[config.mk]
export PLATFORM = sky130hd
export DESIGN_NAME = canonical_row_streamer
export DESIGN_NICKNAME = d
export VERILOG_FILES = /design/src/rtl/canonical_row_streamer.sv
export SDC_FILE = /design/constraint.sdc
export NUM_CORES = 1
export LEC_CHECK = 0
export CAP_MARGIN = 30
export CORE_MARGIN = 2
export CORE_UTILIZATION = 41
export CTS_CLUSTER_SIZE = 12
export DETAILED_ROUTE_END_ITERATION = 10
export GPL_TIMING_DRIVEN = 0
export HOLD_SLACK_MARGIN = 0.1
export PLACE_DENSITY = 0.95
export SLEW_MARGIN = 20
export SYNTH_ARGS = -nofsm -noshare
export SYNTH_HDL_FRONTEND = slang
export SYNTH_SLANG_ARGS = --single-unit
[constraint.sdc]
create_clock -name clk -period 3.8 [get_ports clk]
set_clock_uncertainty 0.1 [all_clocks]
set_input_delay 0.57 -clock clk [delete_from_list [all_inputs] [get_ports clk]]
set_output_delay 0.57 -clock clk [all_outputs]
set_load 0.01 [all_outputs]
[src/rtl/canonical_row_streamer.sv]
`default_nettype none
// ============================================================================
// Module  : canonical_row_streamer
// Brief   : Sequencer and valid/ready row-stream endpoint for the canonical-
//           reduction cell chain. Optional macro CANON_STREAM_ROWCHK_EN adds
//           the row_err output (row count check at end of pass).
// Rev     : 1.0  initial release
// ============================================================================
module canonical_row_streamer #(
   parameter int NUM_QUBIT   = 4,
   parameter int CHAIN_DEPTH = 2*NUM_QUBIT
) (
   input  logic                               clk,
   input  logic                               rst_new_n,
   input  logic                               start,
   output logic                               busy,
   output logic                               done,
   input  logic                               in_valid,
   output logic                               in_ready,
   input  logic [2*NUM_QUBIT-1:0]             in_literals,
   input  logic                               in_phase,
   output logic                               out_valid,
   input  logic                               out_ready,
   output logic [2*NUM_QUBIT-1:0]             out_literals,
   output logic                               out_phase,
   output logic [$clog2(CHAIN_DEPTH+1)-1:0]   out_count,
   output logic                               chain_clr,
   output logic                               chain_ld_trans,
   output logic                               chain_ld_store,
   output logic                               chain_second_stage,
   output logic                               chain_second_CR,
   output logic [2*NUM_QUBIT-1:0]             head_literals,
   output logic                               head_phase,
   output logic                               head_flag,
   input  logic [2*NUM_QUBIT-1:0]             tail_literals,
   input  logic                               tail_phase,
   input  logic                               tail_flag
`ifdef CANON_STREAM_ROWCHK_EN
   ,
   output logic                               row_err
`endif
);

   localparam int CW = $clog2(CHAIN_DEPTH+1);
   localparam logic [CW-1:0] c_feed_last  = CW'(NUM_QUBIT-1);
   localparam logic [CW-1:0] c_chain_last = CW'(CHAIN_DEPTH-1);
   localparam logic [CW-1:0] c_depth      = CW'(CHAIN_DEPTH);
   localparam logic [CW-1:0] c_one        = CW'(1);

   typedef enum logic [2:0] {
      S_IDLE  = 3'd0,
      S_CLEAR = 3'd1,
      S_FEED  = 3'd2,
      S_FLUSH = 3'd3,
      S_DRAIN = 3'd4,
      S_FIN   = 3'd5
   } state_t;

   state_t         r_state;
   logic           r_busy;
   logic           r_done;
   logic           r_clr;
   logic           r_second;
   logic [CW-1:0]  r_step_cnt;
   logic [CW-1:0]  r_out_count;

   logic           w_feed;
   logic           w_active;
   logic           w_out_ok;
   logic           w_step;
   logic           w_last;
   logic [CW-1:0]  w_out_count_nxt;

   assign w_feed   = (r_state == S_FEED);
   assign w_active = w_feed || (r_state == S_FLUSH) || (r_state == S_DRAIN);

   // Tail rows pass straight through; unflagged rows are never presented.
   assign out_valid    = w_active & tail_flag;
   assign out_literals = tail_literals;
   assign out_phase    = tail_phase;

   assign w_out_ok = !out_valid || out_ready;
   assign w_step   = (w_feed ? in_valid : w_active) && w_out_ok;
   assign w_last   = (r_step_cnt == (w_feed ? c_feed_last : c_chain_last));

   assign in_ready       = w_feed && w_out_ok;
   assign chain_ld_trans = w_step;
   assign chain_ld_store = w_step;

   assign head_literals = w_feed ? in_literals : '0;
   assign head_phase    = w_feed ? in_phase    : 1'b0;
   assign head_flag     = w_feed;

   assign w_out_count_nxt = (out_valid && out_ready && (r_out_count != c_depth))
                            ? r_out_count + c_one : r_out_count;

   assign busy               = r_busy;
   assign done               = r_done;
   assign chain_clr          = r_clr;
   assign chain_second_stage = r_second;
   assign chain_second_CR    = r_second;
   assign out_count          = r_out_count;

`ifdef CANON_STREAM_ROWCHK_EN
   logic r_row_err;
   assign row_err = r_row_err;
`endif

   always_ff @(posedge clk or negedge rst_new_n) begin
      if (!rst_new_n) begin
         r_state     <= S_IDLE;
         r_busy      <= 1'b0;
         r_done      <= 1'b0;
         r_clr       <= 1'b1;
         r_second    <= 1'b0;
         r_step_cnt  <= '0;
         r_out_count <= '0;
`ifdef CANON_STREAM_ROWCHK_EN
         r_row_err   <= 1'b0;
`endif
      end else begin
         r_done      <= 1'b0;
         r_clr       <= 1'b0;
         r_out_count <= w_out_count_nxt;
         case (r_state)
            S_IDLE: begin
               if (start) begin
                  r_state <= S_CLEAR;
                  r_busy  <= 1'b1;
                  r_clr   <= 1'b1;
               end
            end
            S_CLEAR: begin
               r_state     <= S_FEED;
               r_step_cnt  <= '0;
               r_out_count <= '0;
`ifdef CANON_STREAM_ROWCHK_EN
               r_row_err   <= 1'b0;
`endif
            end
            S_FEED, S_FLUSH, S_DRAIN: begin
               if (w_step) begin
                  if (w_last) begin
                     r_step_cnt <= '0;
                     if (r_state == S_FEED) begin
                        r_state <= S_FLUSH;
                     end else if (r_state == S_FLUSH) begin
                        r_state  <= S_DRAIN;
                        r_second <= 1'b1;
                     end else begin
                        r_state  <= S_FIN;
                        r_second <= 1'b0;
                        r_done   <= 1'b1;
`ifdef CANON_STREAM_ROWCHK_EN
                        // Uses the next count so a row taken on the final step is included.
                        r_row_err <= (w_out_count_nxt != CW'(NUM_QUBIT));
`endif
                     end
                  end else begin
                     r_step_cnt <= r_step_cnt + c_one;
                  end
               end
            end
            S_FIN: begin
               r_state <= S_IDLE;
               r_busy  <= 1'b0;
            end
            default: r_state <= S_IDLE;
         endcase
      end
   end

endmodule
`default_nettype wire
==> impl_metrics.py <==
metrics = {
    "critical_path": {
        "slowest_stage": "clkdlybuf4s50_1",
        "setup.worst_path.class": "in -> out",
        "crit_fanout": 7,
        "critPathTopFamily": "buffers and inverters",
        "critPathLaunchType": "input pin",
        "worstPathRequired_ps": 3130,
        "crit_path_cell_trace": "clkdlybuf4s50_1 > nor2b_1 > a21oi_1 > buf_4 > clkdlybuf4s50_1",
        "path_common_cell": "clkdlybuf4s50_1",
        "cp.buffers_inverters": 3,
        "cp-end-kind": "primary output",
        "critPathMaxStageDelay_ps": 500,
        "cp.arrival_ps": 2300,
        "reg2reg_setup_slack_ps": 1710,
    },
    "global_route": {
        "grt.total_usage_pct": 19.5,
        "grt_pass1_wl_mm": 3.95,
        "grt_start_max_net_pins": 16,
        "first_global_vias": 929,
        "grt_antenna_before_repair": 0,
        "grt.overflow.total": 0,
    },
    "floorplanning": {
        "ios": 56,
        "initial_utilization_pct": 44.0,
        "rows": 17,
        "die_y_um": 53.2,
        "core_um2": 2250,
        "chipWidth_um": 53.2,
        "die_area_um2": 2830,
    },
    "synthesis": {
        "yosysSeqAreaShare_pct": 38.0,
        "synth-async-reset-ratio_pct": 100,
        "syn-num-nets": 140,
        "synth_flop_cell": "dfrtp_1",
        "syn-mean-instance-area_um2": 8.77,
        "synthesis.area_um2": 991,
        "synth_cell_types": 33,
        "ys_seq_elements": 15,
        "synth_edf_count": 0,
        "synth_warnings": 0,
        "syn_inst": 113,
    },
    "detailed_routing": {
        "drc": 0,
        "routedWlPerCell_um": 13.3,
        "antenna_left": 0,
        "drt-initial-drc-count": 14,
        "finalWirelength_mm": 2.54,
        "via_per_inst": 5.24,
        "vias": 1000,
        "dr.pass1.iters": 4,
    },
    "cts": {
        "ctsLongestPathBuffers": 2,
        "cts.sinks": 15,
        "cts_tree": "done",
        "numCtsBuffers": 3,
        "cts_setup_buffers": 0,
        "ctsResizeCount": 0,
        "root_buffer": "clkbuf_4",
        "clkTransAtPathRegs_ps": 90,
        "htreeDepth": 1,
        "cts_hold_buf": 0,
        "clkLatencyLatePin_ps": 300,
    },
    "final_layout": {
        "fin_nets": 191,
        "fillCellCount": 185,
        "ff_latch_area_um2": 377,
        "multi_input_area_um2": 485,
        "diodes": 0,
        "stdcell_area_um2": 1510,
        "area_growth_syn_to_layout_pct": 52.8,
        "layout_common_cells": "clkdlybuf4s50_1, dfrtp_1, o21ai_0, buf_4, and2_1",
        "final_common_cell": "clkdlybuf4s50_1",
        "drive_gt1_share_pct": 11.7,
    },
    "place": {
        "dp_hpwl_mm": 2.02,
        "gp_congestion": 0.875,
        "portBuffers": 46,
        "placed_cell_area_um2": 1490,
    },
    "timing": {
        "setup_tns_ps": 0,
        "fin_crit_ps": 2970,
        "rsz0062_at_grt": "false",
        "setup-violations-final": 0,
        "maxSlewViolCount": 0,
        "slew_headroom_pct": 53.1,
        "worstMarginPinSlew_ps": 702,
        "period_share_pct": 78.1,
        "hold_violations": 0,
        "clock.fmax_mhz": 337,
    },
    "run": {
        "cap_viol_max_count": 0,
    },
    "min_path": {
        "worst_hold_path_type": "reg -> reg",
    },
    "power": {
        "power_density_nw_per_um2": 697,
        "finalPower_w": 0.00105,
        "power.leakage_nw": 0.642,
        "irDropWorstVdd_v": 0.000387,
    },
    "status": {
        "status": "finished clean",
    },
}
final timing paths:
| check | from | end | depth (start not counted) |
|---|---|---|---|
| worst min register to register | r_step_cnt[3] | r_step_cnt[3] | 1 |
| worst min-delay path | r_step_cnt[3] | r_step_cnt[3] | 1 |
| min in group asynchronous | rst_new_n | out_count[3] | 1 |
| worst max-delay path | tail_flag | chain_ld_trans | 5 |
| worst max register to register | r_step_cnt[0] | r_state[0] | 6 |
| max in group asynchronous | rst_new_n | r_state[0] | 1 |
Yosys cell counts, drive strengths merged (4+ instances only):
cell type	count	area (um^2)
nor3	5	25.0
nand2b	4	25.0
o21ai	12	60.1
dfrtp	14	350
a21oi	5	25.0
and2	9	56.3
inv	6	22.5
buf	13	98.8
nand2	4	15.0
nor2	8	30.0
nor2b	5	31.3
state kept, by name, summed over array words and instances (netlist names):
signal           count
r_step_cnt           4
done                 1
busy                 1
chain_second_CR      1
chain_clr            1
out_count            4
r_state              3
per-layer routing:
| metal | GRT usage, % | wire [um] | vias to the layer above |
|---|---|---|---|
| met4 | 4.27 | 21 | 0 |
| met5 | 0 | 0 | - |
| met2 | 36.9 | 1250 | 57 |
| li1 | - | - | 476 |
| met3 | 9.04 | 350 | 3 |
| met1 | 19.1 | 915 | 464 |
worst reg2reg max path, cell delays in order (launching register included):
cell,delay [ps]
dfrtp_1,400
ha_1,220
nor3b_1,190
mux2i_1,150
a211o_1,340
a31o_1,230
or3_1,340
layout make-up:
cell class / instances / share of cell area, %
Multi-Input combinational cell: 77 / 32.1
Clock inverter: 1 / 0.331
Timing Repair Buffer: 46 / 30.4
Inverter: 6 / 1.49
Clock buffer: 3 / 1.49
Buffer: 15 / 7.02
Sequential cell: 15 / 24.9
Tap cell: 28 / 2.31
metrics by stage:
stage,std cells,setup slack [ps],hold WS (ps),util [%]
after floorplan,113,1880,174,-
after global placement,187,912,387,65.9
after detailed placement,187,896,400,65.9
after CTS,191,866,416,67.1
after global routing,191,769,436,67.1
final,191,832,419,67.1
where the power goes:
| group | switching [W] | internal [W] |
|---|---|---|
| logic | 0.000307 | 0.000370 |
| registers | 0.0000585 | 0.000222 |
| clock network | 0.0000578 | 0.0000394 |
| total | 0.000423 | 0.000631 |
cells by family after synthesis:
| group | share of synthesized area, % |
|---|---|
| AOI/OAI and AO/OA | 13.4 |
| xor gates and xnor gates | 1.77 |
| adders and majority gates | 3.79 |
| buffers and inverters | 13.0 |
| DFF | 38.0 |
| muxes | 2.02 |
| and+or+nand+nor | 28.0 |
(Power assumes the default switching activity.)
